File: src/rtl/systolic_feeder.sv
// Operand store and diagonal-skew streamer feeding a SIZE x SIZE systolic array.
// Optional macro SYSTOLIC_FEEDER_TRANSPOSE_B_EN stores B writes transposed (B[col][row]).
module systolic_feeder #(
  parameter int SIZE         = 4,
  parameter int DATA_WIDTH   = 8,
  parameter int DRAIN_CYCLES = SIZE
) (
  input  logic                         clk,
  input  logic                         rst,
  input  logic                         wr_en,
  input  logic                         wr_sel,
  input  logic [$clog2(SIZE)-1:0]      wr_row,
  input  logic [$clog2(SIZE)-1:0]      wr_col,
  input  logic [DATA_WIDTH-1:0]        wr_data,
  input  logic                         start,
  output logic                         busy,
  output logic                         done,
  output logic                         array_clr,
  output logic [SIZE*DATA_WIDTH-1:0]   out_west,
  output logic [SIZE*DATA_WIDTH-1:0]   out_north
);

  localparam int AW       = $clog2(SIZE);
  localparam int KW       = $clog2(3*SIZE);
  localparam int FEED_LEN = 3*SIZE - 2;
  localparam int DCW      = (DRAIN_CYCLES > 1) ? $clog2(DRAIN_CYCLES) : 1;
  localparam logic [KW-1:0]  K_LAST = KW'(FEED_LEN - 1);
  localparam logic [DCW-1:0] D_LAST = DCW'((DRAIN_CYCLES > 0) ? DRAIN_CYCLES - 1 : 0);

  typedef enum logic [2:0] {IDLE, CLEAR, FEED, DRAIN, DONE} state_t;

  state_t state_q, state_d;
  logic [KW-1:0]  k_q, k_d;
  logic [DCW-1:0] dcnt_q, dcnt_d;
  logic signed [DATA_WIDTH-1:0] a_q [SIZE][SIZE];
  logic signed [DATA_WIDTH-1:0] a_d [SIZE][SIZE];
  logic signed [DATA_WIDTH-1:0] b_q [SIZE][SIZE];
  logic signed [DATA_WIDTH-1:0] b_d [SIZE][SIZE];
  logic [SIZE*DATA_WIDTH-1:0] west_q, west_d, north_q, north_d;
  logic busy_q, busy_d, done_q, done_d, clr_q, clr_d;
  logic           lanes_en;
  logic [KW-1:0]  k_lane;
  int             idx;

  assign busy      = busy_q;
  assign done      = done_q;
  assign array_clr = clr_q;
  assign out_west  = west_q;
  assign out_north = north_q;

  always_comb begin
    state_d  = state_q;
    k_d      = k_q;
    dcnt_d   = dcnt_q;
    lanes_en = 1'b0;
    k_lane   = k_q;
    case (state_q)
      IDLE: begin
        if (start) begin
          state_d = CLEAR;
          k_d     = '0;
        end
      end
      CLEAR: begin
        state_d  = FEED;
        k_d      = '0;
        lanes_en = 1'b1;
        k_lane   = '0;
      end
      FEED: begin
        if (k_q == K_LAST) begin
          state_d = (DRAIN_CYCLES == 0) ? DONE : DRAIN;
          dcnt_d  = '0;
        end else begin
          k_d      = k_q + KW'(1);
          lanes_en = 1'b1;
          k_lane   = k_q + KW'(1);
        end
      end
      DRAIN: begin
        if (dcnt_q == D_LAST) state_d = DONE;
        else                  dcnt_d  = dcnt_q + DCW'(1);
      end
      DONE:    state_d = IDLE;
      default: state_d = IDLE;
    endcase
    busy_d = (state_d == CLEAR) || (state_d == FEED) || (state_d == DRAIN);
    done_d = (state_d == DONE);
    clr_d  = (state_d == CLEAR);
  end

  // Lane values for the upcoming cycle; the index is widened to int so k-r < 0 stays negative.
  always_comb begin
    west_d  = '0;
    north_d = '0;
    idx     = 0;
    if (lanes_en) begin
      for (int r = 0; r < SIZE; r++) begin
        idx = int'(k_lane) - r;
        if (idx >= 0 && idx < SIZE) begin
          west_d[r*DATA_WIDTH +: DATA_WIDTH]  = a_q[r][idx[AW-1:0]];
          north_d[r*DATA_WIDTH +: DATA_WIDTH] = b_q[idx[AW-1:0]][r];
        end
      end
    end
  end

  always_comb begin
    a_d = a_q;
    b_d = b_q;
    if (wr_en && !busy_q) begin
      if (!wr_sel) begin
        a_d[wr_row][wr_col] = $signed(wr_data);
      end else begin
`ifdef SYSTOLIC_FEEDER_TRANSPOSE_B_EN
        b_d[wr_col][wr_row] = $signed(wr_data);
`else
        b_d[wr_row][wr_col] = $signed(wr_data);
`endif
      end
    end
  end

  always_ff @(posedge clk or posedge rst) begin
    if (rst) begin
      state_q <= IDLE;
      k_q     <= '0;
      dcnt_q  <= '0;
      busy_q  <= 1'b0;
      done_q  <= 1'b0;
      clr_q   <= 1'b0;
      west_q  <= '0;
      north_q <= '0;
      for (int r = 0; r < SIZE; r++) begin
        for (int c = 0; c < SIZE; c++) begin
          a_q[r][c] <= '0;
          b_q[r][c] <= '0;
        end
      end
    end else begin
      state_q <= state_d;
      k_q     <= k_d;
      dcnt_q  <= dcnt_d;
      busy_q  <= busy_d;
      done_q  <= done_d;
      clr_q   <= clr_d;
      west_q  <= west_d;
      north_q <= north_d;
      a_q     <= a_d;
      b_q     <= b_d;
    end
  end

endmodule

File: config.mk
export PLATFORM = sky130hd
export DESIGN_NAME = systolic_feeder
export DESIGN_NICKNAME = d
export VERILOG_FILES = /design/src/rtl/systolic_feeder.sv
export SDC_FILE = /design/constraint.sdc
export NUM_CORES = 1
export LEC_CHECK = 0
export BUFFER_PORTS_ARGS = -buffer_cell sky130_fd_sc_hd__buf_4
export CAP_MARGIN = 20
export CORE_MARGIN = 4
export CORE_UTILIZATION = 36
export CTS_BUF_LIST = sky130_fd_sc_hd__clkbuf_8
export DETAILED_ROUTE_END_ITERATION = 6
export GPL_ROUTABILITY_DRIVEN = 0
export GPL_TIMING_DRIVEN = 0
export PLACE_DENSITY = 0.52
export SLEW_MARGIN = 0
export SYNTH_ARGS = -nofsm -noshare
export SYNTH_HDL_FRONTEND = slang
export SYNTH_SLANG_ARGS = --single-unit
File: constraint.sdc
create_clock -name clk -period 16 [get_ports clk]
set_input_delay 1.6 -clock clk [delete_from_list [all_inputs] [get_ports clk]]
set_output_delay 1.6 -clock clk [all_outputs]
set_load 0.03 [all_outputs]
==> key figures <==
Synthesis
  – Number of flops mapped to enable cells by yosys: 0
  – Synth top cells by count: dfrtp_1 (332), mux2_2 (304), nor2_1 (65)
  – Post-Syn Instances: just over 1,000
  – Net count after synthesis: between 1,000 and 1,500
  – Top cell type's share of synthesized area: between 50 and 60%
  – Mapped Area: 14,400 sq um
  – Cell with the most instances after synthesis: dfrtp_1
  – Register area share after synthesis: ~58%
  – Yosys cell types: 44
  – Largest cells by area after synthesis: dfrtp_1 (58%), mux2_2 (24%), mux2i_1 (3.5%), mux4_2 (2.5%), a211oi_1 (2.0%)
  – Mean Syn Cell Area: roughly 14 sq um
  – Post-synth ARST share: between 90% and 100%
  – Yosys top cell by area: dfrtp_1
  – Top FF cell, synth: dfrtp_1
  – Synth warnings: 0
  – Number of synthesized register bits: about 330

Job
  – Max-Cap Viols: 0

Global route
  – Antenna violations before repair: 2
  – First-pass GRT wire length: 58.0 mm
  – GRT Util Overall: ~17%
  – Vias in the first global route: 9,337
  – GRT overflow: 0
  – Largest net degree at the start of global routing: 126

Clock tree
  – # clock sinks: roughly 330
  – Post CTS Setup Buffer Count: 0
  – Root Driver: clkbuf_8
  – CTS tree: built
  – CTS H-tree lvls: 2
  – Clock transition at path regs: ~0.060 ns
  – Cells resized by post-CTS repair: 0
  – Clock latency on the worst-skew pair: 0.64 ns
  – Hold buffers post-CTS: 0
  – Max clock buf depth: 3
  – CTS Buf Count: 56

Power
  – Pwr Total: about 3100 uW
  – Pwr dens: 182 nW/um^2
  – Max IR drop VDD: 0.0000779 V
  – LEAKAGE: 0.00836 uW

Floorplanning
  – Die Span Y: ~210 um
  – IO Pins: 84
  – Row count: 73
  – Core area: 39,600 sq um
  – DIE AREA: about 43,000 sq um
  – Die Wd: ~210 um
  – Starting Density: ~36%

Worst setup path
  – CP Data Arrival Time: 5.77 ns
  – CP Capture Type: register
  – Setup crit start: state_q[1]$_DFF_PP0_
  – Kind of critical path: reg2reg
  – Critical path launch point type: register
  – Reg2reg start: state_q[1]$_DFF_PP0_
  – Req. time, crit path: 16.50 ns
  – CP max FO: 10

Timing
  – Period Utilization, post-route: about a third
  – Worst Tran Pin Value: between 0.9 and 1 ns
  – Minimum clock period: 5.27 ns
  – Hold_ws: between 0.5 and 0.6 ns
  – Hold Vio Cnt, Final: 0
  – Setup TNS: 0 ns
  – Worst clock skew: around 0.016 ns
  – Unrepaired setup endpoints after global routing: no
  – Fmax: 190 MHz
  – Rel. slew slack: a little over a third
  – Max-slew violation count: 0
  – Final setup vio count: 0

Routing
  – Routed Antenna Nets: 0
  – Vias: about 8,800
  – DR DRC count: 0
  – DR pass1 iterations: 4
  – Initial DRC Count: roughly 420
  – Via density: 5.04
  – WL/cell: approximately 21 um
  – Routed WL: approximately 37 mm

Final layout
  – Fin nets: roughly 1,200
  – Layout cells sized above 1: 43.5%
  – Area Overhead vs Synth: 18.1%
  – Post-Layout Inst Area: 17,000 sq um
  – Finished Core Util: a little over two fifths

Place
  – Post-detail-place hpwl: 24.5 mm
  – # port buffers: 83
  – Placed cell area: between 15,000 and 20,000 sq um

Status
  – Status: finished clean

Worst hold path
  – Min-delay src: a_q[92]$_DFFE_PP0P_
  – Worst hold path class: reg2reg
==> state kept, by name, indices dropped and copies added (netlist names) <==
name       cells
a_q          128
b_q          128
out_north     32
out_west      32
k_q            4
state_q        3
dcnt_q         2
array_clr      1
busy           1
done           1
==> cell type report <==
type	instances	area, sq um
flip-flops and latches	332	8310
inverters	8	37.5
clock buffers	82	1130
diodes	1	2.50
multi-input cells	609	5770
fillers	3671	22600
well taps	525	657
repair buffers	87	691
clock inverters	23	128
plain buffers	69	297
==> per-layer routing <==
metal | up-vias | GRT usage (%) | part of all wire, %
met5 | - | 0 | 0.035
met4 | 2 | 5.69 | 2.3
met3 | 55 | 3.36 | 3.9
met2 | 149 | 27.2 | 47
met1 | 4558 | 24.4 | 47
li1 | 3990 | - | -
==> power breakdown <==
group	total, uW	switching, uW	internal (uW)	leakage [uW]
clock network	820	353	467	0.000709
logic	1230	760	465	0.00310
registers	1050	67.4	985	0.00455
==> layout by cell type, fill, tap and decap left out, types with 5 or more instances in the layout <==
cell,synthesis,routed
a21o_1,5,5
clkinv_2,0,8
clkbuf_1,54,54
nor3b_1,20,20
mux2i_1,50,50
nor3_1,7,7
mux4_2,16,16
a211oi_2,10,10
dfrtp_1,332,332
nand2_1,22,22
inv_1,7,19
buf_4,4,88
o21ai_0,8,8
mux2_2,304,304
and3_1,5,5
nand3_1,9,9
clkbuf_8,0,82
buf_2,6,7
ha_1,7,7
nor2_1,65,65
a211oi_1,39,39
==> worst max-delay path: stages, from the launching register on <==
cell and delay (ns):
dfrtp_1 0.38, buf_2 0.23, nor3b_1 0.34, a21oi_1 0.11, o21ai_1 0.73, buf_2 0.46, buf_2 0.37, buf_4 0.32
ha_1 0.17, buf_1 0.59, clkbuf_1 0.65, mux4_2 0.61, nor3b_1 0.16
==> stage by stage <==
step,cells,setup WS [ns]
3_5_place_dp,1630,10.66
6_report,1736,10.73
4_1_cts,1735,10.62
3_3_place_gp,1626,1.06
5_1_grt,1735,10.21
2_1_floorplan,1018,5.20
==> path summary, 6_finish.rpt <==
kind	to	slack, ns	depth (start not counted)
min reg2reg	a_q[92]$_DFFE_PP0P_	0.50	1
max reg2reg	out_west[30]$_DFF_PP0_	10.73	12
max	out_west[30]$_DFF_PP0_	10.73	12
min in group asynchronous	array_clr$_DFF_PP0_	1.03	2
max in group asynchronous	b_q[62]$_DFFE_PP0P_	13.46	4
min	a_q[92]$_DFFE_PP0P_	0.50	1
==> kinds of logic (layout without fill, tap and decap cells) <==
logic type	Yosys count	in the layout	share of synthesized area, %
compound gates	78	78	4.29
fa+ha+maj	7	7	0.608
simple gates	152	152	5.27
other cells	0	1	0
buf+inv	77	269	2.27
xor+xnor	2	2	0.122
flops	332	332	57.7
mux	370	370	29.7
Power figures use the tool's default switching activity.
